`src/rtl/axi_mon_pkg.sv`:
```
// Shared types and constants for the AXI write-channel monitor.
package axi_mon_pkg;

    localparam logic [1:0] BRESP_OKAY = 2'b00;

    // Queue entries carry addresses up to this width.
    localparam int MON_AW = 32;

    typedef enum logic {
        ST_IDLE,
        ST_STALL
    } stab_state_t;

    typedef struct packed {
        logic [MON_AW-1:0] addr;
        logic [7:0]        len;
    } aw_entry_t;

    function automatic int max_int(input int a, input int b);
        return (a > b) ? a : b;
    endfunction

endpackage

```
`src/rtl/axi_mon_fifo.sv`:
```
// Synchronous FIFO holding accepted AW entries; supports push and pop in the same cycle.
module axi_mon_fifo #(
    parameter int WIDTH = 40,
    parameter int DEPTH = 4,
    localparam int PW   = $clog2(DEPTH)
) (
    input  logic             clk,
    input  logic             rst,
    input  logic             push,
    input  logic [WIDTH-1:0] din,
    input  logic             pop,
    output logic [WIDTH-1:0] head,
    output logic             full,
    output logic             empty,
    output logic [PW:0]      count
);

    logic [WIDTH-1:0] mem [DEPTH];
    logic [PW-1:0]    wr_ptr;
    logic [PW-1:0]    rd_ptr;

    always_ff @(posedge clk) begin
        if (!rst) begin
            wr_ptr <= '0;
            rd_ptr <= '0;
            count  <= '0;
        end else begin
            if (push) wr_ptr <= wr_ptr + PW'(1);
            if (pop)  rd_ptr <= rd_ptr + PW'(1);
            case ({push, pop})
                2'b10:   count <= count + (PW+1)'(1);
                2'b01:   count <= count - (PW+1)'(1);
                default: ;
            endcase
        end
    end

    // NOTE: storage is deliberately not reset; validity is tracked by count alone.
    always_ff @(posedge clk) begin
        if (push) mem[wr_ptr] <= din;
    end

    assign head  = mem[rd_ptr];
    assign full  = (count == (PW+1)'(DEPTH));
    assign empty = (count == '0);

endmodule

```
`src/rtl/axi_wr_monitor.sv`:
```
// Passive AXI write-side checker: burst tracking, WLAST/B ordering and VALID stability flags.
module axi_wr_monitor
    import axi_mon_pkg::*;
#(
    parameter int AW    = MON_AW,
    parameter int DEPTH = 4,
    parameter int CW    = 16,
    localparam int OW   = $clog2(DEPTH) + 1
) (
    input  logic          axi_aclk,
    input  logic          rst,
    input  logic [AW-1:0] axi_awaddr,
    input  logic [7:0]    axi_awlen,
    input  logic [2:0]    axi_awsize,
    input  logic [1:0]    axi_awburst,
    input  logic          axi_awvalid,
    input  logic          axi_awready,
    input  logic [63:0]   axi_wdata,
    input  logic [7:0]    axi_wstrb,
    input  logic          axi_wlast,
    input  logic          axi_wvalid,
    input  logic          axi_wready,
    input  logic [1:0]    axi_bresp,
    input  logic          axi_bvalid,
    input  logic          axi_bready,
    output logic          burst_done,
    output logic [AW-1:0] burst_addr,
    output logic [8:0]    burst_beats,
    output logic [CW-1:0] wr_burst_cnt,
    output logic [OW-1:0] outstanding,
    output logic          err_aw_stable,
    output logic          err_w_stable,
    output logic          err_b_stable,
    output logic          err_wlast,
    output logic          err_w_no_aw,
    output logic          err_b_early,
    output logic          err_bresp,
    output logic          err_overflow,
    output logic          err_any
);

    localparam int EW = $bits(aw_entry_t);
    localparam int PW = max_int(AW + 13, 73);

    logic aw_hs, w_hs, b_hs;
    assign aw_hs = axi_awvalid & axi_awready;
    assign w_hs  = axi_wvalid  & axi_wready;
    assign b_hs  = axi_bvalid  & axi_bready;

    aw_entry_t     in_e, head_e, cur_e;
    logic [EW-1:0] head_raw;
    logic          q_full, q_empty, push, pop;
    logic [7:0]    wcnt;
    logic [7:0]    b_pending;

    assign in_e   = '{addr: MON_AW'(axi_awaddr), len: axi_awlen};
    assign head_e = aw_entry_t'(head_raw);

    // An empty queue lets a same-cycle AW serve the W beat directly.
    logic bypass, beat_ok, beat_last, close, b_early, b_take;
    assign bypass    = q_empty & aw_hs;
    assign cur_e     = q_empty ? in_e : head_e;
    assign beat_ok   = w_hs & (~q_empty | aw_hs);
    assign beat_last = (wcnt == cur_e.len);
    assign close     = beat_ok & beat_last;
    assign pop       = close & ~q_empty;
    assign push      = aw_hs & ~(bypass & close) & (~q_full | pop);
    assign b_early   = b_hs & (b_pending == '0) & ~close;
    assign b_take    = b_hs & ~b_early;

    axi_mon_fifo #(.WIDTH(EW), .DEPTH(DEPTH)) u_fifo (
        .clk   (axi_aclk),
        .rst   (rst),
        .push  (push),
        .din   (in_e),
        .pop   (pop),
        .head  (head_raw),
        .full  (q_full),
        .empty (q_empty),
        .count (outstanding)
    );

    always_ff @(posedge axi_aclk) begin
        if (!rst) begin
            wcnt         <= '0;
            b_pending    <= '0;
            burst_done   <= 1'b0;
            burst_addr   <= '0;
            burst_beats  <= '0;
            wr_burst_cnt <= '0;
            err_wlast    <= 1'b0;
            err_w_no_aw  <= 1'b0;
            err_b_early  <= 1'b0;
            err_bresp    <= 1'b0;
            err_overflow <= 1'b0;
        end else begin
            burst_done <= close;
            if (beat_ok) wcnt <= beat_last ? 8'd0 : wcnt + 8'd1;
            if (close) begin
                burst_addr  <= AW'(cur_e.addr);
                burst_beats <= {1'b0, cur_e.len} + 9'd1;
            end
            case ({close, b_take})
                2'b10:   b_pending <= b_pending + 8'd1;
                2'b01:   b_pending <= b_pending - 8'd1;
                default: ;
            endcase
            if (b_take) wr_burst_cnt <= wr_burst_cnt + CW'(1);
            err_wlast    <= err_wlast    | (beat_ok & (axi_wlast != beat_last));
            err_w_no_aw  <= err_w_no_aw  | (w_hs & q_empty & ~aw_hs);
            err_b_early  <= err_b_early  | b_early;
            err_bresp    <= err_bresp    | (b_hs & (axi_bresp != BRESP_OKAY));
            err_overflow <= err_overflow | (aw_hs & q_full & ~pop);
        end
    end

    // Channel 0 = AW, 1 = W, 2 = B; payloads zero-extended to a common width.
    logic [PW-1:0] pay [3];
    logic [2:0]    ch_valid, ch_ready, err_stab;

    assign pay[0]   = PW'({axi_awaddr, axi_awlen, axi_awsize, axi_awburst});
    assign pay[1]   = PW'({axi_wdata, axi_wstrb, axi_wlast});
    assign pay[2]   = PW'(axi_bresp);
    assign ch_valid = {axi_bvalid, axi_wvalid, axi_awvalid};
    assign ch_ready = {axi_bready, axi_wready, axi_awready};

    for (genvar g = 0; g < 3; g++) begin : g_stab
        stab_state_t   state;
        logic [PW-1:0] cap;
        logic          err;

        always_ff @(posedge axi_aclk) begin
            if (!rst) begin
                state <= ST_IDLE;
                cap   <= '0;
                err   <= 1'b0;
            end else begin
                case (state)
                    ST_IDLE: begin
                        if (ch_valid[g] && !ch_ready[g]) begin
                            state <= ST_STALL;
                            cap   <= pay[g];
                        end
                    end
                    ST_STALL: begin
                        if (!ch_valid[g] || pay[g] != cap) err <= 1'b1;
                        if (!ch_valid[g] || ch_ready[g]) state <= ST_IDLE;
                    end
                    default: state <= ST_IDLE;
                endcase
            end
        end

        assign err_stab[g] = err;
    end

    assign err_aw_stable = err_stab[0];
    assign err_w_stable  = err_stab[1];
    assign err_b_stable  = err_stab[2];

    assign err_any = err_aw_stable | err_w_stable | err_b_stable | err_wlast
                   | err_w_no_aw | err_b_early | err_bresp | err_overflow;

endmodule

```
`config.mk`:
```
export PLATFORM = sky130hd
export DESIGN_NAME = axi_wr_monitor
export DESIGN_NICKNAME = d
export VERILOG_FILES = /design/src/rtl/axi_mon_pkg.sv /design/src/rtl/axi_mon_fifo.sv /design/src/rtl/axi_wr_monitor.sv
export SDC_FILE = /design/constraint.sdc
export NUM_CORES = 1
export LEC_CHECK = 0
export CAP_MARGIN = 0
export CORE_AREA = 3 3 176 178
export DETAILED_ROUTE_END_ITERATION = 7
export DIE_AREA = 0 0 179 181
export PLACE_DENSITY = 0.86
export SLEW_MARGIN = 40
export SYNTH_ARGS = -nofsm -noshare
export SYNTH_HDL_FRONTEND = slang
export SYNTH_HIERARCHICAL = 1
export SYNTH_SLANG_ARGS = --single-unit
```
`constraint.sdc`:
```
create_clock -name axi_aclk -period 14 [get_ports axi_aclk]
set_input_delay 1.4 -clock axi_aclk [delete_from_list [all_inputs] [get_ports axi_aclk]]
set_output_delay 1.4 -clock axi_aclk [all_outputs]
set_load 0.03 [all_outputs]
```
# == Word-level counts from Yosys, hierarchy flattened ==
# Memory sizes are Yosys's and may differ from the RTL's. A register that Yosys moved wholly into a read port is not among the register bits.
# Cells that the tools add are included.
# totals
regBits,212
latch_bits,0
mem_bits_rw,160
romBits,0
input_bits,128
wordCells,129
memories,1
# op_classes
add_sub_neg,9
mul,0
div_mod_pow,0
magnitude_cmp,0
eq_ne,10
n_shift,0
mux,17
bitwise,43
reduce_logical,26
# memory_table
memory,words,width,read_ports,rd_clocked_by_memory_dff,wr,line_no,source
u_fifo.mem,4,40,1,1,1,axi_mon_fifo.sv:18,logic [WIDTH-1:0] mem [DEPTH];
# op_table
operator,n
!= test 73 bit,1
!= test 45 bit,1
two-way mux 40 bit,1
bitwise AND 1 bit,19
adder 16 x 1 -> 16 bit (second input constant),1
adder 8 x 1 -> 8 bit (second input constant),2
one-hot mux 8 bit (2 select lines),1
bitwise OR 1 bit,14
AND reduction 2 bit,6
NOT 1 bit,10
adder 8 x 1 -> 9 bit (second input constant),1
== test 8 bit,1
logical NOT 8 bit,1
two-way mux 1 bit,8
two-way mux 8 bit,1
subtractor 8 x 1 -> 8 bit (second input constant),1
logical NOT 1 bit,6
logical OR 1 bit,6
one-hot mux 1 bit (2 select lines),3
one-hot mux 3 bit (2 select lines),1
nonzero test 2 bit,3
adder 2 x 1 -> 2 bit (second input constant),2
== test 2 x 1 -> 1 bit (second input constant),2
== test 2 bit (second input constant),2
other kinds (8),11

# == Logic depth before layout (Yosys ltp) ==
# Gate-level depths: netlist (run 1).
# logic_depth
word_depth,11
mapped_depth,20

# == By module ==
# Netlist (run 1), hierarchy kept.
# by_module_without_submodules
module,instances,cells_per_inst,area_per_inst_um2,seq_area_each_um2
axi_wr_monitor,1,1225,9865.7,4103.9
axi_mon_fifo,1,255,6267.3,4984.8

# == Worst setup path before layout (run 1) ==
# Ideal clock, no wire load.
# synth_path
path_kind,input to register
start,in axi_awlen[1]
end,reg b_pending[4]
arrival_ns,5.232
required_ns,13.930
setup_slack_ns,8.698
stages,17
path_cell_list,mux2_2 -> xor2_1 -> or4_1 -> clkbuf_1 -> nor3_4 -> inv_2 -> a21oi_1 -> ha_1 -> clkbuf_1 -> xor2_1 -> ha_1 -> a21oi_1 -> o21ai_0 -> a221oi_1 -> xnor2_1 -> or3_1 -> a21oi_1
# synth_via
elab_chain_len,9
word_cells_on_any_way,11
cone_classes,eq/ne: 3; mux: 2; bitwise: 5; reduce/logical: 1
# synth_lines
item,line_no,source
start: declaration,axi_wr_monitor.sv:13,"input logic [7:0] axi_awlen,"
two-way mux 40 bit *,axi_wr_monitor.sv:62,assign cur_e = q_empty ? in_e : head_e;
== test 8 bit *,axi_wr_monitor.sv:64,assign beat_last = (wcnt == cur_e.len);
bitwise AND 1 bit *,axi_wr_monitor.sv:65,assign close = beat_ok & beat_last;
NOT 1 bit,axi_wr_monitor.sv:68,assign b_early = b_hs & (b_pending == '0) & ~close;
bitwise AND 1 bit,axi_wr_monitor.sv:68,
NOT 1 bit,axi_wr_monitor.sv:69,assign b_take = b_hs & ~b_early;
bitwise AND 1 bit,axi_wr_monitor.sv:69,
== test 2 x 1 -> 1 bit or == test 2 bit (tied branches),axi_wr_monitor.sv:103,"case ({close, b_take})"
one-hot mux 8 bit (2 select lines) or nonzero test 2 bit (tied branches),-,
end signal: assignment,axi_wr_monitor.sv:104,2'b10: b_pending <= b_pending + 8'd1;
end signal: assignment,axi_wr_monitor.sv:105,2'b01: b_pending <= b_pending - 8'd1;
end: declaration,axi_wr_monitor.sv:54,logic [7:0] b_pending;
# Every way passes the cells marked *; elsewhere a longest branch is shown, timed or not.
# A chain may end at the register's enable or synchronous reset.

# == Final worst setup path (run 1) ==
# layout_path
start,in axi_awlen[3]
end,reg b_pending[4]
# The elaborated chain is that of the path after synthesis.

==> results of run 1 <==
==> worst min-delay path: cells and delay by family, from the launching register on <==
kind               cells  cell delay [ns]
AOI/OAI and AO/OA      1             0.05
and+or+nand+nor        1             0.05
DFF                    1             0.30
==> through the flow <==
step,hold slack [ns],cell area (um^2),instances,utilization [%]
2_1_floorplan,0.436,16100,1480,-
3_3_place_gp,0.442,18300,1997,62.0
3_5_place_dp,0.449,18300,1997,62.0
4_1_cts,0.457,19600,2067,66.4
5_1_grt,0.472,19600,2067,66.4
6_report,0.452,19600,2067,66.4
==> worst max-delay path by stage <==
stage / from / cells past startpoint / slack (ns) / end
after detailed placement: axi_awlen[3] / 17 / 6.90 / b_pending[4]
after global routing: axi_awlen[3] / 17 / 6.79 / b_pending[4]
after global placement: axi_awlen[3] / 17 / 7.12 / b_pending[4]
after floorplan: axi_awlen[1] / 17 / 8.70 / b_pending[4]
final: axi_awlen[3] / 17 / 7.39 / b_pending[4]
after CTS: register / 18 / 7.26 / b_pending[4]
==> per-layer routing <==
metal	track usage [%]	part of all wire, %	vias up
li1	-	-	5597
met1	30.7	40	5693
met2	39.9	49	472
met3	5.07	8.4	70
met4	6.70	2.5	0
met5	0	0	-
==> cells in the final DEF (no fill, tap or decap), types with 10 or more instances in the layout <==
| cell | n |
|---|---|
| sky130_fd_sc_hd__xor2_1 | 67 |
| sky130_fd_sc_hd__nor2_1 | 59 |
| sky130_fd_sc_hd__mux2i_1 | 53 |
| sky130_fd_sc_hd__nand2_1 | 290 |
| sky130_fd_sc_hd__ha_1 | 12 |
| sky130_fd_sc_hd__o22ai_1 | 10 |
| sky130_fd_sc_hd__mux4_2 | 40 |
| sky130_fd_sc_hd__dfxtp_1 | 212 |
| sky130_fd_sc_hd__nor4_1 | 23 |
| sky130_fd_sc_hd__a21oi_1 | 152 |
| sky130_fd_sc_hd__clkbuf_16 | 41 |
| sky130_fd_sc_hd__o21ai_0 | 12 |
| sky130_fd_sc_hd__inv_1 | 39 |
| sky130_fd_sc_hd__nand4_1 | 21 |
| sky130_fd_sc_hd__xnor2_1 | 56 |
| sky130_fd_sc_hd__a211oi_1 | 38 |
| sky130_fd_sc_hd__clkdlybuf4s50_1 | 197 |
| sky130_fd_sc_hd__edfxtp_1 | 160 |
| sky130_fd_sc_hd__nor2b_1 | 11 |
| sky130_fd_sc_hd__nand2b_1 | 20 |
| sky130_fd_sc_hd__nand3_1 | 16 |
==> cell type report <==
cell class                 instances  area share, %
clock buffer                      55           5.75
clock inverter                    15          0.810
inverter                          42          0.829
multi-input combinational        983           33.3
sequential                       374           46.3
tap                              390           2.49
timing repair buffer             208           10.5
==> cells by family after synthesis <==
kind of cell | Yosys count | share of synthesized area [%]
compound gates | 256 | 9.49
fa+ha+maj | 13 | 1.05
flops | 374 | 56.3
simple gates | 495 | 14.0
xor+xnor | 123 | 6.68
mux | 96 | 9.11
buf+inv | 123 | 3.36
==> state kept, by name (all words and copies together), names as in the netlist, 2 cells and up, named ones only <==
| signal | flops |
|---|---|
| g_stab.state | 3 |
| g_stab.cap | 120 |
| burst_beats | 9 |
| wcnt | 8 |
| burst_addr | 32 |
| u_fifo/mem | 160 |
| b_pending | 8 |
| u_fifo/count | 3 |
| u_fifo/rd_ptr | 2 |
| wr_burst_cnt | 16 |
| u_fifo/wr_ptr | 2 |
==> power by group through the flow <==
stage / registers, mW / clock network (mW) / logic (mW)
finish: 1.19 / 1.02 / 0.225
global placement: 1.21 / 0 / 0.216
global route: 1.19 / 1.09 / 0.245
floorplan: 1.21 / 0 / 0.126
detailed placement: 1.21 / 0 / 0.223
CTS: 1.19 / 1.04 / 0.225
==> flow_summary.yaml, run 1 <==
run_status:
  run_status: "finished, final reports clean"
worst_setup_path:
  crit_path_top_delay_cell: "sky130_fd_sc_hd__or4_1"
  worstPathCellList: "clkdlybuf4s50_1 -> mux2i_2 -> xnor2_1 -> or4_1 -> nor3_4 -> buf_4 -> inv_2 -> a21oi_1 -> ha_1 -> xor2_1 -> ha_1 -> a21oi_1 -> o21ai_0 -> a221oi_1 -> xnor2_1 -> or3_1 -> a21oi_1"
  timing.critical_path.max_delay_family: "buffers and inverters"
  end_kind: "register"
  start_kind: "primary input"
  critical_path.max_fanout: 73
  worst-r2r-cell-count: 18
  worst-path-buf-inv: 3
  critPathMaxStageDelay_ns: 0.65
  reg2reg_setup_slack_ns: 7.47
  worst_ep_required_ns: 14.44
  crit_type: "in -> reg"
  critical_path.most_common_cell: "sky130_fd_sc_hd__a21oi_1"
  worst_r2r_endpoint: "b_pending[4]"
  cp_data_arrival_time_ns: 7.05
floorplan:
  rows: 63
  die_x_um: 179
  io_pins: 198
  die_area_um2: 32400
  initial_core_utilization_pct: 54.6
  die_h_um: 181
  coreArea_um2: 29600
sta:
  maxClockFrequency_mhz: 151
  final_max_slew_viol_count: 0
  final-setup-viol-count: 0
  skew_ns: 0.0235
  slew_headroom_pct: 44.9
  post-route-worst-setup-slack_ns: 7.39
  finalSetupTns_ns: 0
  final_count_of_hold_timing_violations: 0
  worst-slew-pin-transition_ns: 0.827
  min_period_over_period_pct: 47.2
  fin_crit_ns: 6.61
  setup_repair_after_global_routing_missed_its_margin: "false"
clocking:
  clock-root-buffer: "sky130_fd_sc_hd__clkbuf_16"
  clock_latency_ns: 0.53
  tritoncts.num_buffers: 39
  cts_hold_buf: 0
  clock_path_buffers: 3
  cts_tree: "done"
  number_of_h_tree_branching_levels: 2
  clk_pin_slew_ns: 0.06
  ctsResizeCount: 0
  post-cts-setup-buffers: 0
  clock_sink_count: 374
place:
  place.detailed.hpwl_um: 25400
  weighted_congestion_at_the_end_of_routability_driven_global_placement: 0.870
  post-place-ws_ns: 6.90
  port_buffers: 197
drt:
  detail_route.first_pass.iterations: 6
  routed_wire_length_per_instance_um: 18.9
  drt_wl_total_um: 39100
  ant_nets: 0
  detailedRoute.firstIterationViolations: 1070
  drc: 0
  vias_per_cell: 5.72
  routed_via_count: 11800
pwr:
  pwr_density_cell_nw_per_um2: 124
  share_of_power_burned_in_combinational_logic_pct: 9.2
  clock_network_fraction_of_design_power_pct: 42.0
  share_seq_of_total_power_pct: 48.7
  cell_leakage_power_nw: 6.82
  p_total_mw: 2.44
  ir_worst_vdd_mv: 0.113
  internal_power_mw: 1.87
  switching_power_mw: 0.567
  switching_share_of_total_power_pct: 23.2
yosys:
  synth_edf_count: 160
  syn-mean-instance-area_um2: 10.9
  synth_top_cell_by_area: "sky130_fd_sc_hd__edfxtp_1"
  synth.top_cells.by_count: "sky130_fd_sc_hd__nand2_1, sky130_fd_sc_hd__dfxtp_1, sky130_fd_sc_hd__edfxtp_1, sky130_fd_sc_hd__a21oi_1"
  synth_warnings: 6
  synth_top_flop_cell: "sky130_fd_sc_hd__dfxtp_1"
  most_frequently_used_cell_type_in_the_post_synthesis_netlist: "sky130_fd_sc_hd__nand2_1"
  synth-seq-cells: 374
  synth.yosys.seq_area_share_pct: 56.3
  synthesis.area_um2: 16100
  synthesis.instances: 1480
  synth.lib_cells_used.distinct: 64
  synth_area_leaders: "sky130_fd_sc_hd__edfxtp_1, sky130_fd_sc_hd__dfxtp_1, sky130_fd_sc_hd__nand2_1"
  synth_async_sr_flop_share_pct: 0
  synthDominantCellAreaShare_pct: 29.8
  syn_nets: 1621
worst_hold_path:
  hold_end: "g_stab[1].cap[6]"
  path_category_of_the_worst_min_delay_check: "reg -> reg"
  min_delay_path_depth: 2
  worst_hold_path_startpoint: "g_stab[1].cap[6]"
cells_and_area:
  area_of_combinational_cells_with_multiple_inputs_um2: 6540
  antenna-diode-count: 0
  area.growth.synth_to_final_pct: 21.7
  layout.filler_cells: 2129
  proportion_of_layout_cells_with_a_drive_suffix_above_1_pct: 7.69
  nNetsFinal: 1789
  register_area_um2: 9090
global_routing:
  gr_usage_total_pct: 23.6
  grt_max_degree: 97
  via_count_of_the_first_global_routing_pass: 11800
  initial_antenna_violation_count: 0
  first_pass_grt_wire_length_um: 61600
  globalRouteOverflowTotal: 0
flow_run:
  max_cap_viol_count: 0
Note: power is estimated with default switching activity, not from simulation.
==> run 2: changes to the inputs <==
==> constraint.sdc (replaced) <==
create_clock -name axi_aclk -period 6.9 [get_ports axi_aclk]
set_input_delay 0.69 -clock axi_aclk [delete_from_list [all_inputs] [get_ports axi_aclk]]
set_output_delay 0.69 -clock axi_aclk [all_outputs]
set_load 0.03 [all_outputs]
==> flow_summary.yaml, run 2 (synthesis gave the netlist of run 1 again) <==
floorplan:
  io_pins: 198
  die_x_um: 179
  die_h_um: 181
  rows: 63
  die_area_um2: 32400
  coreArea_um2: 29600
  initial_core_utilization_pct: 54.6
worst_setup_path:
  cp_data_arrival_time_ns: 6.17
  crit_path_top_delay_cell: "sky130_fd_sc_hd__dfxtp_2"
  timing.critical_path.max_delay_family: "compound AO/OA/AOI/OAI gates"
  worst-path-stages: 16
  worst_ep_required_ns: 7.35
  worstPathCellList: "mux4_2 -> mux2i_2 -> xnor2_1 -> or4_1 -> nor3_4 -> inv_2 -> a21oi_1 -> ha_1 -> xor2_1 -> ha_1 -> a21oi_1 -> o21ai_0 -> a221oi_1 -> xnor2_1 -> or3_1 -> a21oi_1"
  worst-path-buf-inv: 1
  critical_path.most_common_cell: "sky130_fd_sc_hd__a21oi_1"
  critical_path.max_fanout: 29
  critPathMaxStageDelay_ns: 0.81
  worst-r2r-cell-count: 16
  start_kind: "register"
  end_kind: "register"
  crit_type: "reg -> reg"
global_routing:
  grtUsageMet3_pct: 4.81
  grt_max_degree: 96
  initial_antenna_violation_count: 1
  grt-busiest-layer: "met2"
  via_count_of_the_first_global_routing_pass: 11800
  grt.met2_usage_pct: 40.0
  global_route.usage.met1_pct: 31.8
  gr_usage_total_pct: 23.9
  globalRouteOverflowTotal: 0
  first_pass_grt_wire_length_um: 62100
sta:
  final-setup-viol-count: 0
  maxClockFrequency_mhz: 175
  fin_crit_ns: 5.72
  min_period_over_period_pct: 82.9
  slew_headroom_pct: 48.7
  skew_ns: 0.0300
  final_max_slew_viol_count: 0
  worst-slew-pin-transition_ns: 0.769
  finalSetupTns_ns: 0
  final_count_of_hold_timing_violations: 0
  setup_repair_after_global_routing_missed_its_margin: "false"
run_status:
  run_status: "finished, final reports clean"
cells_and_area:
  max_flop_register: "u_fifo/mem"
  proportion_of_layout_cells_with_a_drive_suffix_above_1_pct: 7.93
  area.growth.synth_to_final_pct: 22.6
  largestRegisters: "u_fifo/mem x160, g_stab.cap x120, burst_addr x32"
  most_frequent_cells_in_the_layout: "sky130_fd_sc_hd__nand2_1, sky130_fd_sc_hd__dfxtp_1, sky130_fd_sc_hd__clkdlybuf4s50_1"
  nNetsFinal: 1789
  max_reg_flops: 160
  design_area_um2: 19800
  mostFrequentLayoutCell: "sky130_fd_sc_hd__nand2_1"
drt:
  routed_wire_length_per_instance_um: 19.2
  drc: 0
  detailedRoute.firstIterationViolations: 938
  drt_wl_total_um: 39600
  vias_per_cell: 5.75
  detail_route.first_pass.iterations: 5
  ant_nets: 0
  routed_via_count: 11900
place:
  port_buffers: 197
  place.detailed.hpwl_um: 25800
  weighted_congestion_at_the_end_of_routability_driven_global_placement: 0.886
  postPlaceCellArea_um2: 18300
flow_run:
  max_cap_viol_count: 0
clocking:
  clock-root-buffer: "sky130_fd_sc_hd__clkbuf_16"
  clock_sink_count: 374
  cts_tree: "done"
  tritoncts.num_buffers: 39
  post-cts-setup-buffers: 0
  clk_pin_slew_ns: 0.06
  number_of_h_tree_branching_levels: 2
  ctsResizeCount: 0
  cts_hold_buf: 0
  clock_path_buffers: 3
  clock_latency_ns: 0.54
pwr:
  clock_network_fraction_of_design_power_pct: 44.7
  cell_leakage_power_nw: 6.90
  switching_power_mw: 1.17
  share_of_power_burned_in_combinational_logic_pct: 8.9
  share_seq_of_total_power_pct: 46.5
  pwr_density_cell_nw_per_um2: 263
  switching_share_of_total_power_pct: 22.6
  ir_worst_vdd_mv: 0.249
  internal_power_mw: 4.02
worst_hold_path:
  path_category_of_the_worst_min_delay_check: "reg -> reg"
  min_delay_path_depth: 2
==> run 2: through the flow <==
step | hold WS, ns | cells | power (mW) | worst slack, ns | util, %
final | 0.455 | 2068 | 5.19 | 1.18 | 66.9
after global routing | 0.473 | 2067 | 5.37 | 0.738 | 66.9
after CTS | 0.456 | 2067 | 5.23 | 1.16 | 66.9
after detailed placement | 0.448 | 1997 | 2.91 | 1.19 | 62.1
after global placement | 0.442 | 1997 | 2.89 | 1.36 | 62.0
after floorplan | 0.436 | 1480 | 2.71 | 1.90 | -
==> run 2: worst paths after layout <==
path | from | end | slack (ns)
max | register | b_pending[4] | 1.18
max reg2reg | register | b_pending[4] | 1.18
min | burst_beats[5] | burst_beats[5] | 0.46
min reg2reg | burst_beats[5] | burst_beats[5] | 0.46
==> run 2: worst register-to-register path: stages, from the launching register on <==
cell                       delay, ns
sky130_fd_sc_hd__dfxtp_2        0.81
sky130_fd_sc_hd__mux4_2         0.63
sky130_fd_sc_hd__mux2i_2        0.34
sky130_fd_sc_hd__xnor2_1        0.13
sky130_fd_sc_hd__or4_1          0.66
sky130_fd_sc_hd__nor3_4         0.23
sky130_fd_sc_hd__inv_2          0.24
sky130_fd_sc_hd__a21oi_1        0.43
sky130_fd_sc_hd__ha_1           0.52
sky130_fd_sc_hd__xor2_1         0.13
sky130_fd_sc_hd__ha_1           0.22
sky130_fd_sc_hd__a21oi_1        0.23
sky130_fd_sc_hd__o21ai_0        0.13
sky130_fd_sc_hd__a221oi_1       0.36
sky130_fd_sc_hd__xnor2_1        0.12
sky130_fd_sc_hd__or3_1          0.31
sky130_fd_sc_hd__a21oi_1        0.14
==> run 2: area by class of cell <==
class,instances,area (um^2)
Inverter,42,163
Multi-Input combinational cell,983,6540
Tap cell,390,488
Antenna cell,1,2.50
Fill cell,2110,9780
Clock buffer,54,1120
Clock inverter,16,310
Timing Repair Buffer,208,2060
Sequential cell,374,9090
==> run 2: power by group through the flow <==
stage / logic (mW) / clock network [mW] / registers [mW]
floorplan: 0.255 / 0 / 2.46
global placement: 0.441 / 0 / 2.45
detailed placement: 0.455 / 0 / 2.46
CTS: 0.460 / 2.35 / 2.41
global route: 0.500 / 2.45 / 2.42
finish: 0.460 / 2.32 / 2.41
==> run 2: routing by layer <==
metal / vias to the layer above / share of wire [%]
met5: - / 0
met4: 0 / 2.3
met3: 76 / 7.9
met2: 453 / 49
met1: 5773 / 41
li1: 5591 / -
